[src/rtl/pipe_collision_scorer_pkg.sv]
// Shared Flappy-VGA game-state encodings and the boundary-hit marker.
package pkg_flappy;

  typedef enum logic [2:0] {
    ST_INITIAL = 3'b001,
    ST_PLAY    = 3'b010,
    ST_LOSE    = 3'b100
  } state_t;

  localparam logic [2:0] HIT_BOUNDARY = 3'd7;

endpackage

[src/rtl/pipe_collision_scorer_pipe_channel_check.sv]
// One pipe channel: combinational bird/pipe overlap test plus the sticky
// "already scored" flag that re-arms once the pipe is recycled.
module pipe_channel_check #(
  parameter int COORD_W = 10
) (
  input  logic               Clk,
  input  logic               reset,
  input  logic               update,
  input  logic               clear,
  input  logic               pipe_valid,
  input  logic [COORD_W-1:0] bird_x_l,
  input  logic [COORD_W-1:0] bird_x_r,
  input  logic [COORD_W-1:0] bird_y_t,
  input  logic [COORD_W-1:0] bird_y_b,
  input  logic [COORD_W-1:0] pipe_x_l,
  input  logic [COORD_W-1:0] pipe_x_r,
  input  logic [COORD_W-1:0] gap_y_t,
  input  logic [COORD_W-1:0] gap_y_b,
  output logic               collide_i,
  output logic               newpass_i
);

  logic passed_reg;
  logic behind_bird;

  assign behind_bird = pipe_x_r < bird_x_l;

  assign collide_i = pipe_valid
                  && (bird_x_r >= pipe_x_l)
                  && (bird_x_l <= pipe_x_r)
                  && ((bird_y_t < gap_y_t) || (bird_y_b > gap_y_b));

  assign newpass_i = pipe_valid && behind_bird && !passed_reg;

  // A pipe that leaves the screen or reappears ahead of the bird scores again.
  always_ff @(posedge Clk or posedge reset) begin
    if (reset) begin
      passed_reg <= 1'b0;
    end else if (clear) begin
      passed_reg <= 1'b0;
    end else if (update) begin
      if (!pipe_valid || !behind_bird)
        passed_reg <= 1'b0;
      else if (newpass_i)
        passed_reg <= 1'b1;
    end
  end

endmodule

[src/rtl/pipe_collision_scorer.sv]
// Flappy-VGA game controller: per-frame collision/pass checks, the
// Initial/Play/Lose state machine, saturating score and high score.
module pipe_collision_scorer
  import pkg_flappy::*;
#(
  parameter int NUM_PIPES = 4,
  parameter int COORD_W   = 10,
  parameter int SCORE_W   = 8,
  parameter int CEIL_Y    = 0,
  parameter int FLOOR_Y   = 470
) (
  input  logic                         Clk,
  input  logic                         reset,
  input  logic                         Start,
  input  logic                         Ack,
  input  logic                         Frame_Tick,
  input  logic [COORD_W-1:0]           Bird_X_L,
  input  logic [COORD_W-1:0]           Bird_X_R,
  input  logic [COORD_W-1:0]           Bird_Y_T,
  input  logic [COORD_W-1:0]           Bird_Y_B,
  input  logic [NUM_PIPES-1:0]         Pipe_Valid,
  input  logic [NUM_PIPES*COORD_W-1:0] Pipe_X_L,
  input  logic [NUM_PIPES*COORD_W-1:0] Pipe_X_R,
  input  logic [NUM_PIPES*COORD_W-1:0] Gap_Y_T,
  input  logic [NUM_PIPES*COORD_W-1:0] Gap_Y_B,
  output logic                         Q_Initial,
  output logic                         Q_Play,
  output logic                         Q_Lose,
  output logic [SCORE_W-1:0]           Score,
  output logic [SCORE_W-1:0]           High_Score,
  output logic                         Score_Pulse,
  output logic [2:0]                   Hit_Pipe
);

  localparam int SUM_W = SCORE_W + 4;
  localparam logic [COORD_W-1:0] CEIL_C  = COORD_W'(CEIL_Y);
  localparam logic [COORD_W-1:0] FLOOR_C = COORD_W'(FLOOR_Y);
  localparam logic [SCORE_W-1:0] SCORE_MAX = {SCORE_W{1'b1}};

  state_t             state_reg, state_next;
  logic [SCORE_W-1:0] score_reg, score_next;
  logic [SCORE_W-1:0] high_reg, high_next;
  logic [2:0]         hit_reg, hit_next;
  logic               pulse_reg, pulse_next;

  logic [NUM_PIPES-1:0] collide;
  logic [NUM_PIPES-1:0] newpass;
  logic                 update;
  logic                 clear;
  logic                 boundary;
  logic                 any_collide;
  logic [2:0]           hit_idx;
  logic [3:0]           pass_cnt;
  logic [SUM_W-1:0]     score_sum;
  logic [SCORE_W-1:0]   score_sat;

  for (genvar gi = 0; gi < NUM_PIPES; gi++) begin : g_chan
    pipe_channel_check #(
      .COORD_W(COORD_W)
    ) u_chk (
      .Clk       (Clk),
      .reset     (reset),
      .update    (update),
      .clear     (clear),
      .pipe_valid(Pipe_Valid[gi]),
      .bird_x_l  (Bird_X_L),
      .bird_x_r  (Bird_X_R),
      .bird_y_t  (Bird_Y_T),
      .bird_y_b  (Bird_Y_B),
      .pipe_x_l  (Pipe_X_L[gi*COORD_W +: COORD_W]),
      .pipe_x_r  (Pipe_X_R[gi*COORD_W +: COORD_W]),
      .gap_y_t   (Gap_Y_T[gi*COORD_W +: COORD_W]),
      .gap_y_b   (Gap_Y_B[gi*COORD_W +: COORD_W]),
      .collide_i (collide[gi]),
      .newpass_i (newpass[gi])
    );
  end

  assign boundary    = (Bird_Y_T <= CEIL_C) || (Bird_Y_B >= FLOOR_C);
  assign any_collide = (|collide) || boundary;

  // Lowest colliding channel wins; boundary code only when no pipe was hit.
  always_comb begin
    hit_idx = HIT_BOUNDARY;
    for (int i = NUM_PIPES - 1; i >= 0; i--) begin
      if (collide[i]) hit_idx = 3'(i);
    end
  end

  always_comb begin
    pass_cnt = '0;
    for (int i = 0; i < NUM_PIPES; i++) begin
      pass_cnt = pass_cnt + 4'(newpass[i]);
    end
  end

  assign score_sum = SUM_W'(score_reg) + SUM_W'(pass_cnt);
  assign score_sat = (score_sum > SUM_W'(SCORE_MAX)) ? SCORE_MAX : score_sum[SCORE_W-1:0];

  always_comb begin
    state_next = state_reg;
    score_next = score_reg;
    high_next  = high_reg;
    hit_next   = hit_reg;
    pulse_next = 1'b0;
    update     = 1'b0;
    clear      = 1'b0;
    case (state_reg)
      ST_INITIAL: begin
        if (Start) begin
          state_next = ST_PLAY;
          score_next = '0;
          clear      = 1'b1;
        end
      end
      ST_PLAY: begin
        if (Frame_Tick) begin
          if (any_collide) begin
            state_next = ST_LOSE;
            hit_next   = hit_idx;
            high_next  = (score_reg > high_reg) ? score_reg : high_reg;
          end else begin
            update = 1'b1;
            if (pass_cnt != 4'd0) begin
              score_next = score_sat;
              pulse_next = 1'b1;
            end
          end
        end
      end
      ST_LOSE: begin
        if (Ack) state_next = ST_INITIAL;
      end
      default: state_next = ST_INITIAL;
    endcase
  end

  always_ff @(posedge Clk or posedge reset) begin
    if (reset) begin
      state_reg <= ST_INITIAL;
      score_reg <= '0;
      high_reg  <= '0;
      hit_reg   <= 3'd0;
      pulse_reg <= 1'b0;
    end else begin
      state_reg <= state_next;
      score_reg <= score_next;
      high_reg  <= high_next;
      hit_reg   <= hit_next;
      pulse_reg <= pulse_next;
    end
  end

  assign Q_Initial   = (state_reg == ST_INITIAL);
  assign Q_Play      = (state_reg == ST_PLAY);
  assign Q_Lose      = (state_reg == ST_LOSE);
  assign Score       = score_reg;
  assign High_Score  = high_reg;
  assign Score_Pulse = pulse_reg;
  assign Hit_Pipe    = hit_reg;

endmodule

[config.mk]
export PLATFORM = sky130hd
export DESIGN_NAME = pipe_collision_scorer
export DESIGN_NICKNAME = d
export VERILOG_FILES = /design/src/rtl/pipe_collision_scorer_pkg.sv /design/src/rtl/pipe_collision_scorer_pipe_channel_check.sv /design/src/rtl/pipe_collision_scorer.sv
export SDC_FILE = /design/constraint.sdc
export NUM_CORES = 1
export LEC_CHECK = 0
export ABC_CLOCK_PERIOD_IN_PS = 4250
export BUFFER_PORTS_ARGS = -buffer_cell sky130_fd_sc_hd__buf_2
export CAP_MARGIN = 20
export CORE_AREA = 5 5 112 114
export CTS_BUF_LIST = sky130_fd_sc_hd__clkbuf_4 sky130_fd_sc_hd__clkbuf_8
export CTS_CLUSTER_DIAMETER = 30
export DETAILED_ROUTE_END_ITERATION = 12
export DIE_AREA = 0 0 117 119
export PLACE_DENSITY = 0.82
export SYNTH_ARGS = -nofsm -noshare
export SYNTH_HDL_FRONTEND = slang
export SYNTH_SLANG_ARGS = --single-unit
[constraint.sdc]
create_clock -name Clk -period 4.25 [get_ports Clk]
set_clock_uncertainty 0.05 [all_clocks]
set_input_delay 0.425 -clock Clk [delete_from_list [all_inputs] [get_ports Clk]]
set_output_delay 0.425 -clock Clk [all_outputs]
set_load 0.02 [all_outputs]
-- Word-level counts from Yosys, hierarchy flattened
Cells that the tools add are included.
- output and inout bits: 23
- input port bits: 209
- register bits after elaboration: 27
- equal/unequal tests: 9
- $add $sub $neg: 4
- reductions and logical operators: 58
- magnitude comparators: 24
- mux-type cells: 40
- operators by type and width (operator ; number):
    $lt 10x10->1 ; 8
    $ge 10x10->1 ; 4
    $gt 10x10->1 ; 4
    $le 10x10->1 ; 4
    $mux 8 ; 5
    $mux 1 ; 25
    $mux 3 ; 8
    $logic_and 1x1->1 ; 20
    $pmux 8 s2 ; 1
    $logic_not 1->1 ; 12
    $reduce_bool 3->1 ; 4
    $ge 10x9->1 const B ; 1
    $le 10x1->1 const B ; 1
    $logic_or 1x1->1 ; 10
    $add 8x4->9 ; 1
    $gt 9x8->1 const B ; 1
    $pmux 3 s3 ; 1
    $gt 8x8->1 ; 1
    $ne 2x2->1 const B ; 4
    $reduce_and 2->1 ; 4
    $reduce_and 4->1 ; 2
    $reduce_and 5->1 ; 1
    $add 3x1->4 ; 1
    $ne 2x1->1 const B ; 2
    other kinds (9) ; 10

-- Longest topological paths before layout
Gate-level depths: netlist (run 1).
- depth after elaboration: 13
- mapped depth: 19
- mapped depth without buffers: 19

-- Cells and area by module
Synthesis (run 1) repeated with hierarchy kept, for this count alone.
- cell total of the unflattened synthesis: 707
- area total of the unflattened synthesis: 5734.2 um2
- by module, submodules not included (module ; times used ; area an instance (um2) ; cells an instance):
    pipe_channel_check ; 4 ; 1041.0 ; 139
    pipe_collision_scorer ; 1 ; 1570.3 ; 151

-- Least setup slack after synthesis (run 1)
OpenSTA, ideal clock, no wires.
- kind: input to register
- start point: input port Pipe_X_R[3]
- end point: register score_reg[5], in the netlist Score[5]
- setup time: 0.133 ns
- data required time: 4.067 ns
- path slack: -0.014 ns
- arrival: 4.082 ns
- buffers on the path: 0
- stages on the path: 19
- path through: inv_1 > ha_1 > a21o_1 > nand3_1 > a21oi_1 > nor4_1 > nor2_1 > nand2_1 > nor2_1 > fa_1 > ha_1 > ha_1 > fa_1 > and2_1 > o21ai_0 > nor3_1 > or2_2 > o21ai_0 > a221oi_1
- cells in the longest elaborated chain, start to end: 13
- ends and longest elaborated chain (what ; RTL line ; text):
    start, declared ; pipe_collision_scorer.sv:23 ; input logic [NUM_PIPES*COORD_W-1:0] Pipe_X_R,
    $lt 10x10->1 ; pipe_collision_scorer_pipe_channel_check.sv:26 ; assign behind_bird = pipe_x_r < bird_x_l;
    $logic_and 1x1->1 (2 in series) ; pipe_collision_scorer_pipe_channel_check.sv:33 ; assign newpass_i = pipe_valid && behind_bird && !passed_reg;
    $add 1x1->2 ; pipe_collision_scorer.sv:93 ; pass_cnt = pass_cnt + 4'(newpass[i]);
    $add 2x1->3 ; pipe_collision_scorer.sv:93 ;
    $add 3x1->4 ; pipe_collision_scorer.sv:93 ;
    $add 8x4->9 ; pipe_collision_scorer.sv:97 ; assign score_sum = SUM_W'(score_reg) + SUM_W'(pass_cnt);
    $gt 9x8->1 ; pipe_collision_scorer.sv:98 ; assign score_sat = (score_sum > SUM_W'(SCORE_MAX)) ? SCORE_MAX : score_sum[SCORE_W-1:0];
    $mux 8 ; pipe_collision_scorer.sv:98 ;
    $mux 8 ; pipe_collision_scorer.sv:124 ; if (pass_cnt != 4'd0) begin
    $mux 8 ; pipe_collision_scorer.sv:118 ; if (any_collide) begin
    $mux 8 ; pipe_collision_scorer.sv:117 ; if (Frame_Tick) begin
    $pmux 8 s2 ; pipe_collision_scorer.sv:108 ; case (state_reg)
    end signal, assigned ; pipe_collision_scorer.sv:147 ; score_reg <= score_next;
    end, declared ; pipe_collision_scorer.sv:41 ; logic [SCORE_W-1:0] score_reg, score_next;
Parallel ways exist; a longest one is shown, timed or not. The select of a mux whose other input is x is not followed.
A chain may end at the register's enable or synchronous reset.

-- Final worst setup path (run 1)
- start point: input port Bird_X_L[5]
- end point: register score_reg[4], in the netlist Score[4]
- cells in the longest elaborated chain, start to end: 13
- ends and longest elaborated chain (what ; RTL line ; text):
    start, declared ; pipe_collision_scorer.sv:17 ; input logic [COORD_W-1:0] Bird_X_L,
    $lt 10x10->1 ; pipe_collision_scorer_pipe_channel_check.sv:26 ;
    $logic_and 1x1->1 (2 in series) ; pipe_collision_scorer_pipe_channel_check.sv:33 ;
    $add 1x1->2 ; pipe_collision_scorer.sv:93 ;
    $add 2x1->3 ; pipe_collision_scorer.sv:93 ;
    $add 3x1->4 ; pipe_collision_scorer.sv:93 ;
    $add 8x4->9 ; pipe_collision_scorer.sv:97 ;
    $gt 9x8->1 ; pipe_collision_scorer.sv:98 ;
    $mux 8 ; pipe_collision_scorer.sv:98 ;
    $mux 8 ; pipe_collision_scorer.sv:124 ;
    $mux 8 ; pipe_collision_scorer.sv:118 ;
    $mux 8 ; pipe_collision_scorer.sv:117 ;
    $pmux 8 s2 ; pipe_collision_scorer.sv:108 ;
Parallel ways exist; a longest one is shown, timed or not. The select of a mux whose other input is x is not followed.

==> results of run 1 <==
[timing repair]
item / in CTS / in global routing
hold buffers: 0 / 0
gates resized for setup: 0 / 11
endpoints found under the setup margin: 0 / 8
[path summary, 6_finish.rpt]
check / from / endpoint / slack [ns]
max in group asynchronous: reset / state_reg[0] / 3.62
min in group Clk: Ack / state_reg[2] / 0.30
max: Bird_X_L[5] / Score[4] / 0.21
min: reset / Score_Pulse / 0.03
max reg2reg: g_chan[3].u_chk.passed_reg / Score[4] / 1.23
min reg2reg: Hit_Pipe[0] / Hit_Pipe[0] / 0.47
[report_power, final]
part | leakage, nW | switching [mW] | total [mW] | internal (mW)
clock network | 0.0217 | 0.0931 | 0.160 | 0.0670
logic | 4.09 | 0.384 | 0.692 | 0.308
registers | 0.356 | 0.0256 | 0.313 | 0.287
[per-layer routing]
metal  up-vias  share of wire, %  global-route usage [%]
met3        26               8.9                    4.01
met4         0               1.8                    4.95
met1      2575                42                    28.7
met2       213                47                    38.6
li1       3001                 -                       -
met5         -                 0                       0
[logic make-up (layout without fill, tap and decap cells)]
logic type      after synthesis  in the layout
simple gates                148            148
buf+inv                     175            424
compound gates              175            175
fa+ha+maj                   171            171
mux                          15             15
flops                        27             27
[cell usage in the layout (no fill, tap or decap), types with 7 or more instances in the layout]
| cell | count |
|---|---|
| dfrtp_1 | 26 |
| nor2b_1 | 9 |
| a31oi_1 | 9 |
| nor3_1 | 10 |
| nand2_1 | 37 |
| mux2_4 | 7 |
| o21ai_0 | 29 |
| nor2_1 | 24 |
| nand2b_1 | 11 |
| nand4_1 | 14 |
| buf_2 | 231 |
| ha_1 | 168 |
| a21oi_1 | 46 |
| buf_4 | 15 |
| nand3_1 | 16 |
| mux2i_1 | 8 |
| a21o_1 | 27 |
| a211oi_1 | 8 |
| inv_1 | 173 |
[layout make-up]
cell class                 instances  area share (%)
clock buffer                       3           0.573
clock inverter                     1           0.104
inverter                         173            9.01
multi-input combinational        509            60.4
sequential                        27            9.39
tap                              143            2.48
timing repair buffer             247            18.0
[Yosys cell counts (2+ instances only)]
cell type,n,area (µm²)
o2bb2ai_1,2,17.5
a221oi_1,5,43.8
nor3_1,11,55.1
o211ai_1,2,15.0
a21oi_1,46,230
a2111oi_0,3,26.3
ha_1,169,2110
clkbuf_1,2,7.51
o21ai_0,33,165
a21o_1,27,203
nand4_1,14,87.6
o21a_1,5,37.5
nor2_1,25,93.8
o21bai_1,3,22.5
and3_1,3,18.8
a211oi_1,8,60.1
a41oi_1,4,35.0
nand2_1,37,139
fa_1,2,40.0
nor3b_1,2,15.0
or2_2,2,12.5
nor2b_1,9,56.3
nand2b_1,11,68.8
o31a_1,2,17.5
and4_1,5,43.8
mux2_4,7,105
o31ai_1,2,15.0
o21ai_1,2,10.0
dfrtp_1,26,651
o2111ai_1,3,26.3
nor4_1,4,25.0
inv_1,173,649
or3_1,2,12.5
mux2i_1,8,80.1
a31oi_1,9,56.3
o22ai_1,2,12.5
nand3_1,16,80.1
[worst max-delay path: cells and delay by family]
kind                       cells  cell delay [ns]
adders and majority gates      5             1.62
AOI/OAI and AO/OA              5             1.03
and+or+nand+nor                6             0.71
buffers and inverters          3             0.39
[through the flow]
step	utilization (%)	hold slack, ns	std cells	power [mW]	TNS (ns)
floorplan	-	0.427	711	0.725	0
global placement	62.6	0.456	1098	0.981	-0.526
detailed placement	62.6	0.460	1098	0.998	-1.41
CTS	63.1	0.309	1102	1.16	0
global route	63.6	0.0537	1103	1.28	-0.0242
finish	63.6	0.0324	1103	1.16	0
==> impl_metrics.toml, run 1 <==
[setup_path]
crit_chain = "buf_2 -> buf_4 -> ha_1 -> nand2_1 -> o21ai_1 -> nand2b_1 -> a31oi_1 -> nand2_1 -> nor2_2 -> fa_1 -> ha_1 -> ha_1 -> fa_2 -> and2_1 -> buf_4 -> o21a_1 -> nand2_1 -> o21ai_0 -> a221oi_1"
critical_path_arrival_ns = 4.18
cp-end-kind = "register"
path_max_fanout = 3
crit_required_ns = 4.39
cp_slowest_cell = "fa_1"
rr_worst_depth = 11
slowest_delay_ns = 0.44
crit_type = "primary input to register"
cp-start-kind = "primary input"

[finish]
drive_gt1_share_pct = 29.2
areaGrowthSynthToFinish_pct = 27.5
seq_area_um2 = 677
n_fill_cell = 997
finalInstanceArea_um2 = 7210
insertedDiodeCount = 0
multi_input_area_um2 = 4360
fin_nets = 1341

[timing]
finalMaxSlewViolations = 0
finalWorstSetupSlack_ns = 0.207
tightest_slew_ns = 0.785
fin_crit_sh_pct = 95.1
min_period_ns = 4.04
hold_viol_final = 0
setup_viol = 0
max_clock_freq_mhz = 247
relSlewSlack_pct = 47.1

[floorplan]
die_w_um = 117
start_util_pct = 49.9
die_area_um2 = 13900
die_h_um = 119
pin_count = 232
rows = 39
core-area_um2 = 11300

[clock_tree]
clockBufferDepth = 2
clk_pin_slew_ns = 0.10
cts_sinks = 27
tritoncts = "built"
clk_latency_ns = 0.29
h-tree-depth = 1
post_cts_buffers = 0
numCtsBuffers = 3
cts_root_buf = "clkbuf_8"

[route]
wl_mm = 16.0
antenna_left = 0
drt-wirelength-per-cell_um = 14.5
dr.first_iter.drc_count = 259
drc_errors = 0
drt-vias-per-instance = 5.27
firstDrtPassIters = 6
dr_total_vias = 5815

[run_status]
outcome = "complete, no violations"

[logic_synthesis]
yosys.area_share.simple_pct = 13.6
synth.area.mux_share_pct = 3.28
syn-instance-count = 711
ys_types = 62
synth_top_family_by_area = "adder cells"
synth_compound_area_share_pct = 21.3
synth_fa_ha_area_share_pct = 38.1
synthXorXnorAreaFrac_pct = 0
ys_seq_area_share_pct = 12.0
synth_edf_count = 0
synth_nets = 1091
synthArstFlopShare_pct = 100
yosys_warnings = 0
syn-cell-area_um2 = 5650
synth_flop_cell = "dfrtp_1"
syn_area_per_cell_um2 = 7.95
ys_ff_latch = 27

[global_routing]
grt_pass1_wl_mm = 25.9
grt_max_degree = 28
antenna_found_initial = 0
grt_pass1_vias = 5841
grt_usage_pct = 22.3
overflow = 0

[power_and_ir_drop]
p_leak_nw = 4.46
max-vdd-ir-drop_v = 0.000144
cellPowerDensity_nw_per_um2 = 162

[placed_design]
io_buffer_count = 231
place.gp.congestion = 0.929
dpl.hpwl_mm = 14.3
dpl-instance-area_um2 = 7090
dp_slack_ns = -0.291

[job]
max_cap_viol_count = 0

[hold_path]
hold_path.class = "primary input to async pin"
No activity file was read; power rests on OpenSTA's default activity.
==> inputs of run 2 (changes only) <==
ABC_AREA = 1   (was not set)
CORE_AREA = 5 5 150 152   (was 5 5 112 114)
DIE_AREA = 0 0 155 157   (was 0 0 117 119)
PLACE_DENSITY = not set   (was 0.82)
SLEW_MARGIN = 20   (was not set)
==> impl_metrics.toml, run 2 <==
[run_status]
outcome = "complete, no violations"

[global_routing]
grt_usage_pct = 13.9
overflow = 0
grt_max_degree = 17
grt_pass1_vias = 6069
grt_pass1_wl_mm = 28.4
antenna_found_initial = 2

[job]
max_cap_viol_count = 0

[logic_synthesis]
ys_ff_latch = 27
syn-cell-area_um2 = 6170
syn_area_per_cell_um2 = 6.58
synth_area_leaders = "ha_1, inv_1, nand2_1"
synth.largest_area_cell = "ha_1"
synth_edf_count = 0
synth_nets = 1318
syn-instance-count = 938
ys_top_cells_by_count = "inv_1, nand2_1, ha_1"
synth_top_area_share_pct = 34.3
ys_seq_area_share_pct = 11.0
synthArstFlopShare_pct = 100
ys_types = 35
synth_flop_cell = "dfrtp_1"
synth.most_common_cell = "inv_1"
yosys_warnings = 0

[timing]
tightest_slew_ns = 0.632
tns_ns = 0
fin_crit_sh_pct = 88.9
finalMaxSlewViolations = 0
max_clock_freq_mhz = 265
rsz0062_at_grt = "no"
setup_viol = 0
relSlewSlack_pct = 57.8
hold_viol_final = 0
min_period_ns = 3.78

[setup_path]
crit_required_ns = 4.44
rr_worst_depth = 15
cp_slowest_cell = "fa_1"
cp-start-kind = "primary input"
cp-end-kind = "register"
slowest_delay_ns = 0.45
crit_chain = "buf_2 -> ha_1 -> nand2_1 -> nor2_2 -> o211ai_1 -> nand3_2 -> nand3_1 -> nor2_1 -> fa_1 -> ha_1 -> ha_1 -> fa_1 -> nand2_1 -> a21oi_1 -> nand3_1 -> nor2_1 -> inv_1 -> nor2_2 -> inv_1 -> a21oi_1 -> nand3_1 -> nand2_1"
path_max_fanout = 4
critical_path_arrival_ns = 3.97
crit_type = "primary input to register"

[floorplan]
die_w_um = 155
start_util_pct = 29.5
die_area_um2 = 24300
rows = 53
core-area_um2 = 20900
die_h_um = 157
pin_count = 232

[route]
firstDrtPassIters = 4
antenna_left = 0
drc_errors = 0
drt-wirelength-per-cell_um = 12.0
wl_mm = 17.4
drt-vias-per-instance = 4.30
dr_total_vias = 6239
dr.first_iter.drc_count = 199

[clock_tree]
cts_sinks = 27
tritoncts = "built"
cts_hold_buffers = 0
cts_root_buf = "clkbuf_8"
ctsResizeCount = 0
clk_latency_ns = 0.29
post_cts_buffers = 0
numCtsBuffers = 3
h-tree-depth = 1
clk_pin_slew_ns = 0.10
clockBufferDepth = 2

[finish]
instances_no_fill = 1450
fin_nets = 1554
fin_util_pct = 37.0
areaGrowthSynthToFinish_pct = 25.1
layout_common_cells = "inv_1, buf_2, nand2_1, ha_1, nor2_1"
final_common_cell = "inv_1"
drive_gt1_share_pct = 24.6

[placed_design]
place_inst = 1444
io_buffer_count = 231
place.gp.congestion = 0.856
dpl.hpwl_mm = 15.7

[power_and_ir_drop]
p_leak_nw = 5.00
max-vdd-ir-drop_v = 0.000117
cellPowerDensity_nw_per_um2 = 191

[hold_path]
hold_path.class = "primary input to async pin"
-- run 2: cell count changes in the layout (fill, tap and decap cells not counted), sizes merged, moves of 12 or more --
cell,delta
nor2,+53
nand2,+194
nand2b,-12
nand3,+42
inv,+80
o21ai,-16
buf,-15
a21o,-15
-- run 2: per-stage QoR --
stage,setup WS (ns),power [mW],cell area (µm²),hold WS (ns)
after floorplan,0.649,1.00,6170,0.427
after global placement,0.281,1.32,7650,0.419
after detailed placement,0.147,1.33,7660,0.444
after CTS,0.472,1.50,7710,0.192
after global routing,0.118,1.65,7720,0.202
final,0.470,1.47,7720,0.152
-- run 2: where the power goes --
part | internal, mW | switching [mW] | leakage (nW)
clock network | 0.0670 | 0.0924 | 0.0217
registers | 0.315 | 0.0497 | 0.364
logic | 0.373 | 0.576 | 4.62
total | 0.755 | 0.718 | 5.00
-- run 2: routing by layer --
metal / up-vias / track usage (%) / wire length, µm
li1: 3405 / - / -
met1: 2640 / 18.3 / 7860
met2: 179 / 24.4 / 8080
met3: 15 / 1.92 / 1160
met4: 0 / 2.48 / 257
met5: - / 0 / 0
-- run 2: cells by family after synthesis --
logic type,Yosys count,share of synthesized area [%]
DFF,27,11.0
and+or+nand+nor,388,28.3
adders and majority gates,171,34.9
AOI/OAI and AO/OA,94,9.51
xor gates and xnor gates,4,0.568
buffers and inverters,254,15.7
-- run 2: layout make-up --
| type | instances | area (µm²) |
|---|---|---|
| Antenna cell | 2 | 5.00 |
| Inverter | 253 | 950 |
| Multi-Input combinational cell | 657 | 4520 |
| Clock inverter | 1 | 7.51 |
| Sequential cell | 27 | 677 |
| Tap cell | 275 | 344 |
| Clock buffer | 3 | 41.3 |
| Timing Repair Buffer | 232 | 1170 |
| Fill cell | 2299 | 13200 |
-- run 2: worst max-delay path, delay by kind of cell --
kind / cells / cell delay (ns)
and+or+nand+nor: 11 / 1.24
AOI/OAI and AO/OA: 3 / 0.46
adders and majority gates: 5 / 1.52
buffers and inverters: 3 / 0.30
-- run 2: final timing paths --
kind / start / end / slack, ns
max: Bird_X_L[9] / Score[4] / 0.47
min: reset / High_Score[2] / 0.15
max reg2reg: g_chan[1].u_chk.passed_reg / Score[4] / 1.19
min reg2reg: High_Score[6] / High_Score[6] / 0.47
max in group asynchronous: reset / state_reg[0] / 3.40
min in group Clk: Start / state_reg[0] / 0.34
